**config.mk**
```make
export PLATFORM = sky130hd
export DESIGN_NAME = uart_tx_arbiter
export DESIGN_NICKNAME = d
export VERILOG_FILES = /design/src/rtl/uart_tx_arbiter.sv
export SDC_FILE = /design/constraint.sdc
export NUM_CORES = 1
export LEC_CHECK = 0
export CORE_MARGIN = 10
export CORE_UTILIZATION = 39
export DETAILED_ROUTE_END_ITERATION = 7
export HOLD_SLACK_MARGIN = 0.12
export PLACE_DENSITY = 0.85
export REMOVE_ABC_BUFFERS = 1
export SLEW_MARGIN = 20
export SYNTH_ARGS = -nofsm -noshare
export SYNTH_HDL_FRONTEND = slang
export SYNTH_SLANG_ARGS = --single-unit
```
**constraint.sdc**
```tcl
create_clock -name clk -period 4 [get_ports clk]
set_input_delay 1.2 -clock clk [delete_from_list [all_inputs] [get_ports clk]]
set_output_delay 1.2 -clock clk [all_outputs]
set_load 0.05 [all_outputs]
```
**src/rtl/uart_tx_arbiter.sv**
```systemverilog
// Round-robin arbiter merging byte frames from NUM_REQ requesters into one registered UART TX stream.
// Optional stall abort is built when UART_TX_ARB_TIMEOUT_EN is defined.
module uart_tx_arbiter #(
  parameter int NUM_REQ        = 4,
  parameter int TIMEOUT_CYCLES = 1024,
  localparam int IDW           = $clog2(NUM_REQ)
) (
  input  logic                 clk,
  input  logic                 rst_n,
  input  logic [NUM_REQ*8-1:0] req_data,
  input  logic [NUM_REQ-1:0]   req_valid,
  input  logic [NUM_REQ-1:0]   req_last,
  output logic [NUM_REQ-1:0]   req_ready,
  output logic [7:0]           tx_data,
  output logic                 tx_valid,
  input  logic                 tx_ready,
  output logic [IDW-1:0]       grant_id,
  output logic                 busy,
  output logic                 timeout_pulse
);

  if (NUM_REQ < 2 || NUM_REQ > 8 || TIMEOUT_CYCLES < 2) begin : g_param_check
    $error("uart_tx_arbiter: illegal parameter value");
  end

  typedef enum logic {IDLE, XFER} state_t;

  state_t         state, state_nxt;
  logic [IDW-1:0] last_grant;
  logic [IDW-1:0] sel_id;
  logic           sel_vld;
  logic           can_load;
  logic           accept;
  logic           abort;
  logic [7:0]     req_byte [NUM_REQ];

  // Rotating priority: search starts just after the previous winner.
  always_comb begin
    int             idx;
    logic [IDW-1:0] idx_w;
    sel_vld = 1'b0;
    sel_id  = '0;
    idx     = 0;
    idx_w   = '0;
    for (int k = 1; k <= NUM_REQ; k++) begin
      idx   = (int'(last_grant) + k) % NUM_REQ;
      idx_w = IDW'(idx);
      if (!sel_vld && req_valid[idx_w]) begin
        sel_vld = 1'b1;
        sel_id  = idx_w;
      end
    end
  end

  always_comb begin
    for (int i = 0; i < NUM_REQ; i++) begin
      req_byte[i] = req_data[8*i +: 8];
    end
  end

  assign busy     = (state == XFER);
  assign can_load = !tx_valid || tx_ready;
  assign accept   = busy && can_load && req_valid[grant_id];

  always_comb begin
    req_ready = '0;
    if (busy && can_load) begin
      req_ready[grant_id] = 1'b1;
    end
  end

  always_ff @(posedge clk or negedge rst_n) begin
    if (!rst_n) begin
      state <= IDLE;
    end else begin
      state <= state_nxt;
    end
  end

  always_comb begin
    state_nxt = state;
    case (state)
      IDLE: if (sel_vld) state_nxt = XFER;
      XFER: if ((accept && req_last[grant_id]) || abort) state_nxt = IDLE;
      default: state_nxt = IDLE;
    endcase
  end

  always_ff @(posedge clk or negedge rst_n) begin
    if (!rst_n) begin
      grant_id   <= '0;
      last_grant <= IDW'(NUM_REQ - 1);
      tx_data    <= '0;
      tx_valid   <= 1'b0;
    end else begin
      if (state == IDLE && sel_vld) begin
        grant_id   <= sel_id;
        last_grant <= sel_id;
      end
      // A new byte may replace the one leaving in the same cycle.
      if (accept) begin
        tx_data  <= req_byte[grant_id];
        tx_valid <= 1'b1;
      end else if (tx_ready) begin
        tx_valid <= 1'b0;
      end
    end
  end

`ifdef UART_TX_ARB_TIMEOUT_EN
  localparam int CW = $clog2(TIMEOUT_CYCLES);
  logic [CW-1:0] stall_cnt;

  assign abort         = busy && !req_valid[grant_id] && (stall_cnt == CW'(TIMEOUT_CYCLES - 1));
  assign timeout_pulse = abort;

  always_ff @(posedge clk or negedge rst_n) begin
    if (!rst_n) begin
      stall_cnt <= '0;
    end else if (!busy || accept || abort) begin
      stall_cnt <= '0;
    end else if (!req_valid[grant_id]) begin
      stall_cnt <= stall_cnt + 1'b1;
    end
  end
`else
  assign abort         = 1'b0;
  assign timeout_pulse = 1'b0;
`endif

endmodule

```
==> impl_metrics.py, run 1 <==
metrics = {
    "power_and_ir_drop": {
        "cellLeakagePower_uw": 0.000630,
        "powerDensity_nw_per_um2": 816,
        "peakVddDrop_uv": 545,
    },
    "layout": {
        "area_delta_synth_final_pct": 69.0,
        "final_core_util_pct": 70.8,
        "diodes": 0,
        "final_layout_size_suffix_gt1_share_pct": 21.9,
        "num-fill-cells": 178,
        "fin_nets": 181,
    },
    "route": {
        "highest_layer": "met3",
        "wl_per_cell_um": 17.9,
        "wl_um": 2960,
        "postRouteAntennaNets": 0,
        "routed-via-count": 851,
        "wl_met2_um": 1720,
        "drc": 0,
        "via_per_inst": 5.16,
        "drt-met1-wl_um": 1070,
        "met3_length_um": 173,
        "first_iter_violations": 11,
        "dr.pass1.iters": 4,
    },
    "sta": {
        "rsz0062_at_grt": "no",
        "finalClockSkew_ps": 3.88,
        "period_needed_ps": 3780,
        "setup_viol": 0,
        "fmax_mhz": 265,
        "hold_viol_final": 0,
        "slew_violations": 0,
        "slew_headroom_pct": 58.8,
        "period_share_pct": 94.4,
        "worst_pin_slew_ps": 617,
        "setup_tns_ps": 0,
    },
    "logic_synthesis": {
        "synth_area_leaders": "dfrtp_1, mux4_2, mux2_2, dfstp_2, nor3b_1",
        "syn_avg_cell_area_sq_um": 12.1,
        "synth_top_area_share_pct": 31.5,
        "async_flop_share_pct": 100,
        "synth-main-ff-cell": "dfrtp_1",
        "yosysUniqueCellTypes": 26,
        "synth_common_cells": "dfrtp_1, mux4_2, nand2_1",
        "synth.ff_latch_count": 14,
        "ys_seq_area_share_pct": 37.0,
        "yosysTopAreaCell": "dfrtp_1",
        "ys_warn_count": 0,
        "synth_cells": 79,
        "synth_edf_count": 0,
        "synth_most_common_cell": "dfrtp_1",
        "syn-cell-area_sq_um": 953,
    },
    "clock_network": {
        "postCtsSetupRepairBufs": 0,
        "ctsHoldBuffers": 0,
        "numCtsBuffers": 3,
        "clockBufferDepth": 2,
        "cts-root-buf": "clkbuf_4",
        "htree_levels": 1,
        "clkSinkCount": 14,
        "insertion_delay_ps": 280,
        "cts_tree": "done",
        "clkTransAtPathRegs_ps": 80,
        "cts_resized": 0,
    },
    "global_route": {
        "grt-ovfl-total": 0,
        "first_global_vias": 930,
        "grt_pass1_wl_um": 4780,
        "antenna_found_initial": 0,
        "grt_use_total_pct": 12.0,
        "grt_max_degree": 17,
    },
    "setup_path": {
        "endpoint_kind": "output pin",
        "critPathKind": "in -> out",
        "cpMaxStageDelayCell": "clkdlybuf4s50_1",
        "path_max_fanout": 4,
        "setup.worst_path.start_class": "input pin",
        "slowest_delay_ps": 460,
        "arrival_ps": 2580,
        "required_ps": 2800,
        "path_cells": "clkdlybuf4s50_1, nand2b_1, nand2_1, nor3b_1, buf_12",
    },
    "floorplan": {
        "fp-row-count": 17,
        "core_sq_um": 2280,
        "ios": 60,
        "fp.dieH_um": 69.4,
        "die_x_um": 69.4,
        "initial_core_util_pct": 41.9,
        "die-area_sq_um": 4820,
    },
    "placed_design": {
        "port_buffers": 58,
        "dpl.hpwl_um": 2510,
        "place_congestion": 0.779,
    },
    "outcome": {
        "status": "completed",
    },
    "hold_path": {
        "hold_class": "reg -> reg",
    },
    "job": {
        "maxCapViolations": 0,
    },
}
-- sequential cells by signal, summed over array words and instances, names as in the netlist --
name / flops
busy: 1
grant_id: 2
last_grant: 2
tx_data: 8
tx_valid: 1
-- layout make-up --
type | instances | area [sq um] | area share (%)
clock buffers | 4 | 36.3 | 2.25
repair buffers | 59 | 628 | 39.0
inverters | 1 | 3.75 | 0.233
multi-input cells | 59 | 556 | 34.5
flip-flops and latches | 14 | 353 | 21.9
well taps | 28 | 35.0 | 2.17
-- path summary, 6_finish.rpt --
| check | from | end | slack, ps | depth (start not counted) |
|---|---|---|---|---|
| hold reg to reg | tx_data[1] | tx_data[1] | 500 | 1 |
| max in group asynchronous | rst_n | tx_data[1] | 2330 | 1 |
| setup reg to reg | grant_id[1] | tx_data[0] | 1980 | 3 |
| hold / removal | tx_data[1] | tx_data[1] | 500 | 1 |
| min in group asynchronous | rst_n | grant_id[0] | 1280 | 1 |
| setup / recovery | tx_ready | req_ready[1] | 220 | 5 |
-- where the power goes --
part / switching (uW) / leakage (uW) / total (uW) / internal, uW
sequential: 80.3 / 0.000160 / 304 / 224
combinational: 495 / 0.000450 / 909 / 414
clock: 46.2 / 0.0000210 / 102 / 55.4
-- routing by layer --
layer	vias up	GRT usage, %
met1	412	12.0
met3	0	4.85
met5	-	0
met2	28	22.9
met4	0	2.00
li1	411	-
-- cell usage in the layout, fill, tap and decap left out, drive strengths merged --
| master | n |
|---|---|
| nand2 | 8 |
| o22a | 1 |
| nor4 | 2 |
| o21ai | 1 |
| mux4 | 10 |
| buf | 5 |
| dfstp | 2 |
| nor3b | 5 |
| nor3 | 2 |
| or2 | 1 |
| o311ai | 1 |
| or3b | 1 |
| inv | 1 |
| and4 | 1 |
| and3b | 1 |
| a21oi | 4 |
| conb | 1 |
| nor2 | 6 |
| nand3 | 1 |
| clkdlybuf4s50 | 54 |
| clkbuf | 4 |
| mux2 | 8 |
| dfrtp | 12 |
| nand2b | 3 |
| nor2b | 2 |
-- per-stage QoR --
step	cell area (sq um)	hold WS (ps)	std cells	power [uW]	worst slack [ps]
after floorplan	912	476	74	886	112
after global placement	1580	479	161	1210	299
after detailed placement	1580	483	161	1230	228
after CTS	1610	502	165	1330	223
after global routing	1610	524	165	1390	97.4
final	1610	496	165	1310	223
-- worst max-delay path, delay by kind of cell --
family                 cells  cell delay (ps)
buffers and inverters      2              650
and+or+nand+nor            3              720
-- cell families after synthesis --
| family | share of synthesized area, % |
|---|---|
| buffers and inverters | 4.72 |
| AOI/OAI and AO/OA | 4.46 |
| other | 0.393 |
| muxes | 33.1 |
| DFF | 37.0 |
| and+or+nand+nor | 20.3 |
No activity file was read; power rests on OpenSTA's default activity.
==> run 2, diff against run 1 <==
Settings changed: MAX_ROUTING_LAYER from default to met4.
==> impl_metrics.py, run 2 (synthesis gave the netlist of run 1 again) <==
metrics = {
    "setup_path": {
        "r2r_setup_slack_ps": 1980,
        "slowest_delay_ps": 460,
        "critPathBufInv": 2,
        "r2r-start": "grant_id[1]",
        "crit_cells": 5,
        "setup.worst_path.start_class": "input pin",
        "cp_top_family": "simple AND/OR/NAND/NOR gates",
        "cpMaxStageDelayCell": "clkdlybuf4s50_1",
        "path_max_fanout": 4,
        "endpoint_kind": "output pin",
        "required_ps": 2800,
        "path_cells": "clkdlybuf4s50_1, nand2b_1, nand2_1, nor3b_1, buf_12",
        "critPathKind": "in -> out",
        "reg2reg_depth": 3,
        "worstReg2RegEnd": "tx_data[0]",
        "arrival_ps": 2580,
    },
    "clock_network": {
        "numCtsBuffers": 3,
        "insertion_delay_ps": 280,
        "cts-root-buf": "clkbuf_4",
        "clkTransAtPathRegs_ps": 80,
        "cts_tree": "done",
        "ctsHoldBuffers": 0,
        "cts_resized": 0,
        "clkSinkCount": 14,
        "clockBufferDepth": 2,
        "htree_levels": 1,
        "postCtsSetupRepairBufs": 0,
    },
    "floorplan": {
        "die-area_sq_um": 4820,
        "ios": 60,
        "fp-row-count": 17,
        "die_x_um": 69.4,
        "core_sq_um": 2280,
        "initial_core_util_pct": 41.9,
        "fp.dieH_um": 69.4,
    },
    "route": {
        "routed-via-count": 856,
        "drc": 0,
        "first_iter_violations": 11,
        "wl_per_cell_um": 18.0,
        "wl_um": 2960,
        "dr.pass1.iters": 4,
        "via_per_inst": 5.19,
        "postRouteAntennaNets": 0,
    },
    "sta": {
        "rsz0062_at_grt": "no",
        "fmax_mhz": 265,
        "slew_violations": 0,
        "worst_pin_slew_ps": 617,
        "setup_tns_ps": 0,
        "period_needed_ps": 3780,
        "period_share_pct": 94.4,
        "finalClockSkew_ps": 3.90,
        "hold_viol_final": 0,
        "slew_headroom_pct": 58.8,
        "setup_viol": 0,
        "fin_hold_ws_ps": 496,
    },
    "outcome": {
        "status": "completed",
    },
    "global_route": {
        "grt_max_degree": 17,
        "grt_use_total_pct": 12.4,
        "first_global_vias": 932,
        "grt_pass1_wl_um": 4770,
        "antenna_found_initial": 0,
        "grt-ovfl-total": 0,
    },
    "placed_design": {
        "port_buffers": 58,
        "dpl.hpwl_um": 2510,
        "place_congestion": 0.789,
        "dpl_cell_area_sq_um": 1580,
    },
    "layout": {
        "area_delta_synth_final_pct": 69.0,
        "layout_commonest_cell": "clkdlybuf4s50_1",
        "regMostFlops": "tx_data",
        "seq_area_sq_um": 353,
        "layout_common_cells": "clkdlybuf4s50_1, dfrtp_1, mux4_2",
        "multi_input_area_sq_um": 556,
        "diodes": 0,
        "num-fill-cells": 178,
        "finalInstanceArea_sq_um": 1610,
        "largest_reg_flops": 8,
        "final_layout_size_suffix_gt1_share_pct": 21.9,
        "reg_top3": "tx_data (8), grant_id (2), last_grant (2)",
        "final_core_util_pct": 70.8,
        "fin_nets": 181,
    },
    "job": {
        "maxCapViolations": 0,
    },
    "hold_path": {
        "hold_class": "reg -> reg",
        "worstHoldEndpoint": "tx_data[1]",
        "hp-start": "tx_data[1]",
        "hold_path_depth": 1,
    },
    "power_and_ir_drop": {
        "powerDensity_nw_per_um2": 816,
        "cellLeakagePower_uw": 0.000630,
        "peakVddDrop_uv": 545,
    },
}
[run 2: cell counts in the layout (fill, tap and decap cells not counted)]
No cell type changed its count.
[run 2: how the worst max path moves through the flow]
stage                        start            to  slack (ps)
final                     tx_ready  req_ready[1]         220
after global routing      tx_ready  req_ready[1]         100
after CTS                 tx_ready  req_ready[2]         220
after detailed placement  tx_ready  req_ready[1]         230
after global placement    tx_ready  req_ready[2]         300
after floorplan           tx_ready  req_ready[2]         110
[run 2: area by class of cell]
cell class | count | area share [%]
Multi-Input combinational cell | 59 | 34.5
Sequential cell | 14 | 21.9
Timing Repair Buffer | 59 | 39.0
Clock buffer | 4 | 2.25
Tap cell | 28 | 2.17
Inverter | 1 | 0.233
[run 2: stage by stage]
step / cells / power [uW] / setup slack (ps)
final: 165 / 1320 / 223
after global routing: 165 / 1390 / 97.4
after CTS: 165 / 1330 / 223
after detailed placement: 161 / 1230 / 228
after global placement: 161 / 1210 / 299
after floorplan: 74 / 886 / 112
[run 2: report_power, final]
group          leakage, uW  switching [uW]  internal (uW)
registers         0.000160            80.4            224
logic             0.000450             495            414
clock network    0.0000210            46.2           55.4
total             0.000630             621            694
[run 2: worst reg2reg max path: stages, from the launching register on]
cell	delay [ps]
dfrtp_1	750
mux4_2	620
nand3_4	180
mux2_2	360
[run 2: metal layers]
| layer | track usage [%] | up-vias | routed length (um) |
|---|---|---|---|
| met3 | 4.42 | 0 | 150 |
| met5 | - | - | 0 |
| met4 | 2.00 | 0 | 0 |
| li1 | - | 411 | - |
| met2 | 22.9 | 29 | 1720 |
| met1 | 12.2 | 416 | 1100 |
